### src/rtl/button_conditioner_pkg.sv
// Shared constants for the push-button conditioner: 100 MHz timing defaults
// and the board channel assignment.
package button_conditioner_pkg;

    localparam int DEFAULT_N_CH            = 4;
    localparam int DEFAULT_DEBOUNCE_CYCLES = 1000000;   // 10 ms at 100 MHz
    localparam int DEFAULT_LONG_CYCLES     = 100000000; // 1 s at 100 MHz

    localparam int CH_START_F = 0;
    localparam int CH_START_T = 1;
    localparam int CH_STOP    = 2;
    localparam int CH_UPDATE  = 3;

endpackage

### src/rtl/button_conditioner_if.sv
// Raw button inputs and conditioned outputs, grouped as one bundle.
interface button_conditioner_if #(
    parameter int N_CH = 4
);
    logic [N_CH-1:0] din;
    logic [N_CH-1:0] level;
    logic [N_CH-1:0] rising;
    logic [N_CH-1:0] falling;
    logic [N_CH-1:0] long_press;

    modport master (output din, input level, input rising, input falling, input long_press);
    modport slave  (input din, output level, output rising, output falling, output long_press);
endinterface

### src/rtl/button_conditioner_channel.sv
// One button channel: two-flop synchronizer, counter debouncer with edge
// pulses, and a saturating hold counter for the once-per-press long pulse.
module button_channel
    import button_conditioner_pkg::*;
#(
    parameter int DEBOUNCE_CYCLES = DEFAULT_DEBOUNCE_CYCLES,
    parameter int LONG_CYCLES     = DEFAULT_LONG_CYCLES
) (
    input  logic clock,
    input  logic reset,
    input  logic din,
    output logic level,
    output logic rising,
    output logic falling,
    output logic long_press
);
    localparam int DB_W   = (DEBOUNCE_CYCLES > 1) ? $clog2(DEBOUNCE_CYCLES) : 1;
    localparam int HOLD_W = $clog2(LONG_CYCLES + 1);

    localparam logic [DB_W-1:0]   DB_LAST   = DB_W'(DEBOUNCE_CYCLES - 1);
    localparam logic [HOLD_W-1:0] HOLD_PRE  = HOLD_W'(LONG_CYCLES - 1);
    localparam logic [HOLD_W-1:0] HOLD_MAX  = HOLD_W'(LONG_CYCLES);

    logic              s1_r;
    logic              s2_r;
    logic [DB_W-1:0]   db_cnt_r;
    logic              level_r;
    logic              rising_r;
    logic              falling_r;
    logic [HOLD_W-1:0] hold_r;
    logic              long_r;

    // Synchronizer: only s2_r is seen by the debouncer.
    always_ff @(posedge clock or negedge reset) begin
        if (!reset) begin
            s1_r <= 1'b0;
            s2_r <= 1'b0;
        end else begin
            s1_r <= din;
            s2_r <= s1_r;
        end
    end

    // Debounce: any return to the accepted level restarts the count.
    always_ff @(posedge clock or negedge reset) begin
        if (!reset) begin
            db_cnt_r  <= {DB_W{1'b0}};
            level_r   <= 1'b0;
            rising_r  <= 1'b0;
            falling_r <= 1'b0;
        end else begin
            rising_r  <= 1'b0;
            falling_r <= 1'b0;
            if (s2_r == level_r) begin
                db_cnt_r <= {DB_W{1'b0}};
            end else if (db_cnt_r == DB_LAST) begin
                db_cnt_r  <= {DB_W{1'b0}};
                level_r   <= s2_r;
                rising_r  <= s2_r;
                falling_r <= ~s2_r;
            end else begin
                db_cnt_r <= db_cnt_r + DB_W'(1);
            end
        end
    end

    // Hold counter saturates so long_press fires only on the PRE->MAX step.
    always_ff @(posedge clock or negedge reset) begin
        if (!reset) begin
            hold_r <= {HOLD_W{1'b0}};
            long_r <= 1'b0;
        end else begin
            long_r <= level_r && (hold_r == HOLD_PRE);
            if (!level_r) begin
                hold_r <= {HOLD_W{1'b0}};
            end else if (hold_r != HOLD_MAX) begin
                hold_r <= hold_r + HOLD_W'(1);
            end else begin
                hold_r <= hold_r;
            end
        end
    end

    assign level      = level_r;
    assign rising     = rising_r;
    assign falling    = falling_r;
    assign long_press = long_r;

endmodule

### src/rtl/button_conditioner.sv
// Multi-channel push-button conditioner; every output comes straight from a
// per-channel register, so there is no combinational path from din.
module button_conditioner
    import button_conditioner_pkg::*;
#(
    parameter int N_CH            = DEFAULT_N_CH,
    parameter int DEBOUNCE_CYCLES = DEFAULT_DEBOUNCE_CYCLES,
    parameter int LONG_CYCLES     = DEFAULT_LONG_CYCLES
) (
    input  logic                 clock,
    input  logic                 reset,
    button_conditioner_if.slave  bus
);
    logic [N_CH-1:0] level_s;
    logic [N_CH-1:0] rising_s;
    logic [N_CH-1:0] falling_s;
    logic [N_CH-1:0] long_s;

    for (genvar i = 0; i < N_CH; i++) begin : g_ch
        button_channel #(
            .DEBOUNCE_CYCLES (DEBOUNCE_CYCLES),
            .LONG_CYCLES     (LONG_CYCLES)
        ) u_ch (
            .clock      (clock),
            .reset      (reset),
            .din        (bus.din[i]),
            .level      (level_s[i]),
            .rising     (rising_s[i]),
            .falling    (falling_s[i]),
            .long_press (long_s[i])
        );
    end

    assign bus.level      = level_s;
    assign bus.rising     = rising_s;
    assign bus.falling    = falling_s;
    assign bus.long_press = long_s;

endmodule

### src/flat_wrapper.sv
// flat-port wrapper written by rule: the top's interface ports become plain ports
module button_conditioner_flat import button_conditioner_pkg::*;
#(
    parameter int N_CH            = DEFAULT_N_CH,
    parameter int DEBOUNCE_CYCLES = DEFAULT_DEBOUNCE_CYCLES,
    parameter int LONG_CYCLES     = DEFAULT_LONG_CYCLES
)
  (clock, reset, bus_din, bus_level, bus_rising, bus_falling, bus_long_press);
  button_conditioner_if #(.N_CH(N_CH)) bus_i ();
  input  logic clock;
  input  logic reset;
  input wire logic [$bits(bus_i.din)-1:0] bus_din;
  output wire logic [$bits(bus_i.level)-1:0] bus_level;
  output wire logic [$bits(bus_i.rising)-1:0] bus_rising;
  output wire logic [$bits(bus_i.falling)-1:0] bus_falling;
  output wire logic [$bits(bus_i.long_press)-1:0] bus_long_press;
  assign bus_i.din = bus_din;
  assign bus_level = bus_i.level;
  assign bus_rising = bus_i.rising;
  assign bus_falling = bus_i.falling;
  assign bus_long_press = bus_i.long_press;
  button_conditioner #(.N_CH(N_CH), .DEBOUNCE_CYCLES(DEBOUNCE_CYCLES), .LONG_CYCLES(LONG_CYCLES)) u_core (.clock(clock), .reset(reset), .bus(bus_i));
endmodule
### config.mk
export PLATFORM = sky130hd
export DESIGN_NAME = button_conditioner_flat
export DESIGN_NICKNAME = d
export VERILOG_FILES = /design/src/rtl/button_conditioner_pkg.sv /design/src/rtl/button_conditioner_if.sv /design/src/rtl/button_conditioner_channel.sv /design/src/rtl/button_conditioner.sv /design/src/flat_wrapper.sv
export SDC_FILE = /design/constraint.sdc
export NUM_CORES = 1
export LEC_CHECK = 0
export CORE_ASPECT_RATIO = 0.7
export CORE_MARGIN = 5
export CORE_UTILIZATION = 55
export CTS_BUF_LIST = sky130_fd_sc_hd__clkbuf_4
export CTS_CLUSTER_DIAMETER = 80
export DETAILED_ROUTE_END_ITERATION = 16
export PLACE_DENSITY = 0.73
export RECOVER_POWER = 50
export SETUP_SLACK_MARGIN = 0.2
export SLEW_MARGIN = 20
export SYNTH_ARGS = -nofsm -noshare
export SYNTH_HDL_FRONTEND = slang
export SYNTH_SLANG_ARGS = --single-unit
### constraint.sdc
create_clock -name clock -period 1.9 [get_ports clock]
set_clock_uncertainty 0.1 [all_clocks]
set_input_delay 0.19 -clock clock [delete_from_list [all_inputs] [get_ports clock]]
set_output_delay 0.19 -clock clock [all_outputs]
set_load 0.005 [all_outputs]
# ---- Yosys cells after proc, flatten, opt, wreduce, memory -nomap -nowiden
# Index checks and enable logic that the tools add are counted.
dict set report totals {
  out_inout_bits 16
  inputBits 6
  register_bits 212
}
dict set report op_classes {
  n_mux 32
  n_bitwise 8
  n_eq_ne 20
  add_sub_neg 8
  n_reduce_logical 8
}
# cell n
set ops {}
lappend ops {{$mux W27} 8}
lappend ops {{$mux W20} 8}
lappend ops {{$add A27 B1 Y27 const B} 4}
lappend ops {{$eq A27 B27 Y1 const B} 4}
lappend ops {{$ne A27 B27 Y1 const B} 4}
lappend ops {{$add A20 B1 Y20 const B} 4}
lappend ops {{$eq A20 B20 Y1 const B} 4}
lappend ops {{$mux W1} 16}
lappend ops {{$ne A2 B1 Y1 const B} 4}
lappend ops {{$not A1 Y1} 8}
lappend ops {{$reduce_and A2 Y1} 4}
lappend ops {{$eq A1 B1 Y1} 4}
lappend ops {{$logic_and A1 B1 Y1} 4}

# ---- Logic depth before layout (Yosys ltp)
# Gate-level depths: netlist (run 1).
dict set report logic_depth {
  ltp_word 3
  ltp_mapped 8
  mapped_depth_nobuf 7
}

# ---- Modules after synthesis
# A second synthesis (run 1) with hierarchy kept.
dict set report unflattened {
  cells_unflattened 1105
  hier_area_um2 10736.5
}
# mod cells_per_inst area_each_um2 seq_area_each_um2 n_inst
set by_module_without_submodules {}
lappend by_module_without_submodules {{button_channel (u_core.g_ch[2].u_ch ...)} 277 2677.6 1326.3 2}
lappend by_module_without_submodules {{button_channel (u_core.g_ch[0].u_ch)} 271 2711.4 1326.3 1}
lappend by_module_without_submodules {{button_channel (u_core.g_ch[1].u_ch)} 280 2670.1 1326.3 1}

# ---- Worst setup path before layout (run 1)
# No wires, ideal clock.
dict set report synth_path {
  kind {register -> register}
  startpoint {register u_core.g_ch[0].u_ch.hold_r[0]}
  endpoint {register u_core.g_ch[0].u_ch.hold_r[16]}
  path_buffers 1
  synth_period_minus_slack_ps 2091
  path_slack_ps -191
  arrival_time_ps 1925
  stages_incl_launch_ff 9
  t_required_ps 1733
  path_cell_list {dfrtp_1 -> inv_1 -> ha_1 -> nor4b_1 -> and4b_2 -> and3_1 -> buf_2 -> or4b_2 -> nand2_1}
}
dict set report synth_between {
  elab_chain_cells 3
  word_cells_on_any_way 5
  classes_between {add/sub: 1; eq/ne: 2; mux: 2}
}
# element line
set synth_lines {}
lappend synth_lines {{start: declaration} button_conditioner_channel.sv:30} ;# logic [HOLD_W-1:0] hold_r;
lappend synth_lines {{start signal: assignment} button_conditioner_channel.sv:70} ;# hold_r <= {HOLD_W{1'b0}};
lappend synth_lines {{start signal: assignment} button_conditioner_channel.sv:75} ;# hold_r <= {HOLD_W{1'b0}};
lappend synth_lines {{start signal: assignment} button_conditioner_channel.sv:77} ;# hold_r <= hold_r + HOLD_W'(1);
lappend synth_lines {{$add A27 B1 Y27} button_conditioner_channel.sv:77}
lappend synth_lines {{$mux W27} button_conditioner_channel.sv:76} ;# end else if (hold_r != HOLD_MAX) begin
lappend synth_lines {{$mux W27} button_conditioner_channel.sv:74} ;# if (!level_r) begin
# Parallel ways exist; a longest one is shown, timed or not. The select of a mux whose other input is x is not followed.
# A chain may end at the register's enable or synchronous reset.

# ---- Final worst setup path (run 1)
dict set report layout_path {
  startpoint {register u_core.g_ch[0].u_ch.db_cnt_r[11]}
  endpoint {register u_core.g_ch[0].u_ch.db_cnt_r[18]}
}
dict set report layout_between {
  elab_chain_cells 3
  word_cells_on_any_way 4
  classes_between {add/sub: 1; eq/ne: 1; mux: 2}
}
# element line
set layout_lines {}
lappend layout_lines {{start: declaration} button_conditioner_channel.sv:26} ;# logic [DB_W-1:0] db_cnt_r;
lappend layout_lines {{start signal: assignment} button_conditioner_channel.sv:47} ;# db_cnt_r <= {DB_W{1'b0}};
lappend layout_lines {{start signal: assignment} button_conditioner_channel.sv:55} ;# db_cnt_r <= {DB_W{1'b0}};
lappend layout_lines {{start signal: assignment} button_conditioner_channel.sv:57} ;# db_cnt_r <= {DB_W{1'b0}};
lappend layout_lines {{$add A20 B1 Y20 / $eq A20 B20 Y1 (equally long branches)} {button_conditioner_channel.sv:62, button_conditioner_channel.sv:56}}
lappend layout_lines {{$mux W20 (*)} button_conditioner_channel.sv:56} ;# end else if (db_cnt_r == DB_LAST) begin
lappend layout_lines {{$mux W20 (*)} button_conditioner_channel.sv:54} ;# if (s2_r == level_r) begin
# Every way passes the cells marked *; elsewhere a longest branch is shown, timed or not.

==> results.yml, run 1 <==
power_and_ir_drop:
  power_frac_seq_pct: 54.9
  p_leak_uw: 0.00665
  p_per_area_nw_per_um2: 566
  p_int_uw: 6360
  p_sw_uw: 1960
  total_power_uw: 8320
  pwr-share-clk_pct: 41.4
  vdd_ir_drop_max_v: 0.000547
  sw_frac_of_total_pct: 23.6
  share_comb_of_total_power_pct: 3.7
synth:
  synthTopCellsByCount: "dfrtp_1, nor2_1, xnor2_1, and2_1, nand2_1"
  synth.avg_cell_area_um2: 10.1
  synth_top_area_share_pct: 50.0
  synth_area_um2: 10600
  yosysMostFrequentCell: "dfrtp_1"
  synthCells: 1046
  ys.flop_type: "dfrtp_1"
  synth_seq_cells: 212
  synth.distinct_cells: 47
  seq_area_frac_synth_pct: 50.0
  async_flop_share_pct: 100
  synth_nets: 1064
  yosysTopAreaCell: "dfrtp_1"
  synthTopCellsByArea: "dfrtp_1, xnor2_1, xor2_1"
  synth_warnings: 0
  synth_edf_count: 0
detailed_routing:
  vias: 8650
  detail-route-antenna-nets: 0
  dr.pass1.iters: 5
  wl_per_cell_um: 16.6
  drc: 0
  wl_mm: 26.0
  via_per_inst: 5.52
  drt_iter0_drc: 568
die:
  die_h_um: 126
  design.core.area_um2: 18900
  start_util_pct: 56.0
  die_area_um2: 22200
  die_w_um: 176
  fp-row-count: 42
  ios: 22
timing:
  rsz0062_at_grt: "true"
  report.final.setup_viol: 17
  finalMaxSlewViolations: 0
  tightest_slew_ns: 0.834
  slew_headroom_pct: 44.4
  layout_setup_ws_ns: -0.0273
  fmax_mhz: 519
  finalCriticalPeriod_ns: 1.93
  hold_viol_final: 0
  period_share_pct: 101
min_path:
  min_path_cells: 0
  min_path_type: "reg2reg"
setup_path:
  path_delay_family: "simple AND/OR/NAND/NOR gates"
  crit_required_ns: 2.32
  crit_slowest_cell: "or4_4"
  crit_top_cell: "buf_12"
  arrival_ns: 2.35
  path_buf_inv: 2
  max_stage_delay_ns: 0.57
  rr_worst_depth: 6
  crit_chain: "or4_4 -> nor4_4 -> or2_4 -> buf_12 -> buf_12 -> nor2_1"
  cp.depth: 6
  start_kind: "flop"
  critical_path_class: "reg2reg"
  cp-end-kind: "flop"
  critPathMaxFanout: 8
grt:
  antenna_found_initial: 0
  grt_overflow_total: 0
  grt_max_degree: 56
  grt.total_usage_pct: 21.5
  grt_pass1_vias: 8431
  grt_pass1_wl_mm: 40.4
layout:
  final_area_um2: 14700
  drive_gt1_share_pct: 38.4
  area_delta_synth_final_pct: 38.8
  antenna_cells: 0
  fin_nets: 1319
  fin_util_pct: 77.8
status:
  violations: "setup timing"
  outcome: "finished, violations left"
clock_network:
  cts.sinks: 212
  numCtsBuffers: 52
  cts.clk_slew.worst_paths_ns: 0.07
  h-tree-depth: 2
  cts-root-buf: "clkbuf_4"
  cts_tree: "built"
  clk_path_buf_depth: 3
  clock_latency_ns: 0.64
place:
  dpl_cell_area_um2: 12000
  place.gp.congestion: 0.824
  dp_slack_ns: -0.0115
  portBuffers: 21
  hpwl_mm: 14.2
job:
  drv_cap: 0
-- state kept, by name, summed over array words and instances, names as in the netlist --
| name | cells |
|---|---|
| u_core.g_ch.u_ch.hold_r | 108 |
| u_core.g_ch.u_ch.db_cnt_r | 80 |
| u_core.g_ch.u_ch.falling | 4 |
| u_core.g_ch.u_ch.level | 4 |
| u_core.g_ch.u_ch.long_press | 4 |
| u_core.g_ch.u_ch.rising | 4 |
| u_core.g_ch.u_ch.s1_r | 4 |
| u_core.g_ch.u_ch.s2_r | 4 |
-- metrics by stage --
stage	hold WS, ns	std cells	setup TNS [ns]
final	0.241	1568	-0.294
after global routing	0.241	1568	-1.83
after CTS	0.244	1521	0
after detailed placement	0.0537	1372	-0.0144
after global placement	0.0522	1372	0
after floorplan	-0.206	1046	-0.000593
-- final cells by class --
type,instances,area [um2]
multi-input cells,776,6350
flip-flops and latches,212,5330
fillers,1166,4210
repair buffers,239,2090
clock buffers,71,533
well taps,242,303
inverters,20,75.1
clock inverters,8,31.3
-- path summary, 6_finish.rpt --
kind / slack [ns] / endpoint / startpoint
max: -0.03 / u_core.g_ch[0].u_ch.db_cnt_r[18]$_DFF_PN0_ / u_core.g_ch[0].u_ch.db_cnt_r[11]$_DFF_PN0_
min: 0.24 / u_core.g_ch[1].u_ch.s2_r$_DFF_PN0_ / u_core.g_ch[1].u_ch.s1_r$_DFF_PN0_
max reg2reg: -0.03 / u_core.g_ch[0].u_ch.db_cnt_r[18]$_DFF_PN0_ / u_core.g_ch[0].u_ch.db_cnt_r[11]$_DFF_PN0_
min reg2reg: 0.24 / u_core.g_ch[1].u_ch.s2_r$_DFF_PN0_ / u_core.g_ch[1].u_ch.s1_r$_DFF_PN0_
max in group asynchronous: 0.25 / u_core.g_ch[1].u_ch.hold_r[0]$_DFFE_PN0P_ / reset
min in group asynchronous: 0.66 / u_core.g_ch[2].u_ch.hold_r[2]$_DFFE_PN0P_ / reset
-- per-layer routing --
layer  wire length, um  vias to the layer above  part of all wire (%)  track usage, %
met5                 0                        -                     0               0
met4               480                        0                   1.8            5.96
met3              1040                       42                   4.0            4.37
met2             12500                      181                    48            32.6
met1             12000                     4312                    46            31.8
li1                  -                     4115                     -               -
-- power groups by stage --
stage | clock, uW | combinational, uW | sequential [uW]
final | 3440 | 308 | 4570
after global routing | 3850 | 348 | 4570
after CTS | 3560 | 261 | 4570
after detailed placement | 0 | 214 | 4650
after global placement | 0 | 212 | 4650
after floorplan | 0 | 66.7 | 4650
-- cell usage in the layout, fill, tap and decap left out, drive strengths merged, types with 10 or more instances in the layout --
master	instances
clkbuf	76
ha	12
dfrtp	212
xor2	66
nor4	25
xnor2	97
and4	17
dlygate4sd3	10
nor3	29
nand3	71
nor2b	13
or3	10
nand4	52
buf	209
inv	20
nor4b	19
nor2	103
nand2	79
nor3b	13
and2	89
dlygate4sd2	14
and3	22
-- what timing repair did --
action / 4_1_cts / 5_1_grt
pin swaps: 70 / 103
gates resized for setup: 110 / 192
gates cloned: 3 / 2
endpoints found under the hold margin: 216 / 0
buffers inserted: 61 / 45
setup endpoints to repair: 158 / 161
hold buffers: 6 / 0
-- cells by family after synthesis --
group / share of synthesized area (%)
compound gates: 1.33
xor+xnor: 13.5
fa+ha+maj: 1.42
buf+inv: 2.79
flops: 50.0
mux: 1.07
simple gates: 29.9
Power figures use the tool's default switching activity.
==> inputs of run 2 (changes only) <==
CORE_MARGIN = not set   (was 5)
==> run 2 against run 1 <==
Against the previous run: largest power group unchanged; cell count is 0.57% higher; critical path type unchanged; sequential cell count stayed put; the flow still finishes with violations (setup timing); maximum frequency is 2.2% lower; first-iteration DRC count is 7.9% higher; largest cell class unchanged; hold slack better by 0.010 ns.
==> results.yml, run 2 (same netlist as run 1, synthesis figures left out) <==
status:
  outcome: "finished, violations left"
  violations: "setup timing"
layout:
  final_cell_mix: "dfrtp_1, buf_4, xnor2_1"
  largest_reg_flops: 108
  drive_gt1_share_pct: 38.6
  multiInputGateArea_um2: 6450
  fin_nets: 1313
  reg_top3: "u_core.g_ch.u_ch.hold_r x108, u_core.g_ch.u_ch.db_cnt_r x80"
  area_delta_synth_final_pct: 39.3
  fillers: 1119
  mostFrequentLayoutCell: "dfrtp_1"
  fin_util_pct: 78.3
  regMostFlops: "u_core.g_ch.u_ch.hold_r"
  ff_latch_area_um2: 5340
setup_path:
  arrival_ns: 2.43
  crit_slowest_cell: "or4_4"
  rr_worst_depth: 6
  critical_path_class: "reg2reg"
  crit_required_ns: 2.36
  cp-end-kind: "flop"
  crit_chain: "nand4_1 -> or4_4 -> buf_6 -> nor3_4 -> and4_1 -> mux2i_1"
  worstReg2RegStart: "u_core.g_ch[0].u_ch.hold_r[8]$_DFFE_PN0P_"
  critPathMaxFanout: 7
  reg2reg_slack_ns: -0.07
  timing.rr.end: "u_core.g_ch[0].u_ch.hold_r[26]$_DFFE_PN0P_"
  start_kind: "flop"
  max_stage_delay_ns: 0.52
grt:
  grt_max_degree: 53
  grt.total_usage_pct: 24.8
  grt_overflow_total: 0
  grt_pass1_vias: 8334
  grt_pass1_wl_mm: 40.4
  antenna_found_initial: 1
timing:
  fmax_mhz: 508
  tightest_slew_ns: 0.757
  finalCriticalPeriod_ns: 1.97
  period_share_pct: 104
  layout_setup_ws_ns: -0.0699
  hold_viol_final: 0
  finalMaxSlewViolations: 0
  slew_headroom_pct: 49.5
  report.final.setup_viol: 13
  rsz0062_at_grt: "true"
detailed_routing:
  drt_iter0_drc: 613
  vias: 8728
  via_per_inst: 5.53
  detail-route-antenna-nets: 0
  drc: 0
  wl_per_cell_um: 16.5
  dr.pass1.iters: 5
  wl_mm: 25.9
die:
  fp-row-count: 42
  die_area_um2: 19800
  die_h_um: 118
  start_util_pct: 56.2
  design.core.area_um2: 18900
  die_w_um: 168
  ios: 22
clock_network:
  cts_tree: "built"
  clock_latency_ns: 0.67
  cts.sinks: 212
  numCtsBuffers: 51
  h-tree-depth: 2
  cts-root-buf: "clkbuf_4"
  clk_path_buf_depth: 3
  cts.clk_slew.worst_paths_ns: 0.07
min_path:
  min_path_type: "reg2reg"
  min_path_cells: 0
  min_to: "u_core.g_ch[2].u_ch.s2_r$_DFF_PN0_"
  holdCritStartpoint: "u_core.g_ch[2].u_ch.s1_r$_DFF_PN0_"
place:
  hpwl_mm: 14.4
  place.gp.congestion: 0.839
  portBuffers: 21
  dp_slack_ns: -0.0957
power_and_ir_drop:
  p_per_area_nw_per_um2: 593
  vdd_ir_drop_max_v: 0.000494
  p_leak_uw: 0.00665
job:
  drv_cap: 0
==> run 2: worst max-delay path: cells and delay by family (launching register included) <==
family / cells / cell delay [ns]
and+or+nand+nor: 4 / 1.04
DFF: 1 / 0.39
muxes: 1 / 0.19
buffers and inverters: 1 / 0.17
==> run 2: per-layer routing <==
metal / global-route usage [%] / up-vias / share of wire [%]
met5: 0 / - / 0
met4: 7.05 / 0 / 1.4
met3: 4.55 / 37 / 4.4
met2: 37.0 / 222 / 47
met1: 37.1 / 4338 / 47
li1: - / 4131 / -
==> run 2: metrics by stage <==
stage / hold slack [ns] / TNS, ns / area [um2] / instances / total power [uW]
finish: 0.251 / -0.458 / 14800 / 1577 / 8760
global route: 0.256 / -2.08 / 14800 / 1577 / 9140
CTS: 0.252 / -0.0277 / 13600 / 1528 / 8830
detailed placement: 0.0410 / -0.293 / 12000 / 1376 / 4870
global placement: 0.0408 / -0.0238 / 12000 / 1376 / 4870
floorplan: -0.206 / -0.000593 / 11000 / 1046 / 4720
==> run 2: area by class of cell <==
cell class	instances	area share, %
timing repair buffer	230	13.1
antenna	2	0.0339
inverter	20	0.525
clock inverter	20	0.915
tap	242	2.05
sequential	212	36.1
clock buffer	71	3.61
multi-input combinational	780	43.7
==> run 2: how the worst max path moves through the flow <==
| stage | start | end | slack (ns) | cells past startpoint |
|---|---|---|---|---|
| 2_1_floorplan | u_core.g_ch[0].u_ch.hold_r[9]$_DFFE_PN0P_ | u_core.g_ch[0].u_ch.hold_r[1]$_DFFE_PN0P_ | -0.0006 | 6 |
| 3_3_place_gp | u_core.g_ch[0].u_ch.hold_r[9]$_DFFE_PN0P_ | u_core.g_ch[0].u_ch.hold_r[1]$_DFFE_PN0P_ | -0.01 | 5 |
| 3_5_place_dp | u_core.g_ch[0].u_ch.hold_r[9]$_DFFE_PN0P_ | u_core.g_ch[0].u_ch.hold_r[26]$_DFFE_PN0P_ | -0.1 | 6 |
| 4_1_cts | u_core.g_ch[0].u_ch.hold_r[9]$_DFFE_PN0P_ | u_core.g_ch[0].u_ch.hold_r[26]$_DFFE_PN0P_ | -0.03 | 6 |
| 5_1_grt | u_core.g_ch[1].u_ch.hold_r[0]$_DFFE_PN0P_ | u_core.g_ch[1].u_ch.hold_r[21]$_DFFE_PN0P_ | -0.13 | 6 |
| 6_report | u_core.g_ch[0].u_ch.hold_r[8]$_DFFE_PN0P_ | u_core.g_ch[0].u_ch.hold_r[26]$_DFFE_PN0P_ | -0.07 | 6 |
==> run 2: what timing repair did <==
item	CTS	global route
pin swaps	50	138
setup buffers	49	45
hold endpoints to repair	216	0
resized for setup	134	184
hold buffers	6	0
gates cloned	6	2
setup endpoints to repair	167	159
==> run 2: report_power, final <==
| part | switching, uW | total [uW] | internal, uW |
|---|---|---|---|
| Sequential | 31.1 | 4570 | 4540 |
| Combinational | 188 | 286 | 98.4 |
| Clock | 1900 | 3910 | 2010 |
| Total | 2110 | 8760 | 6650 |
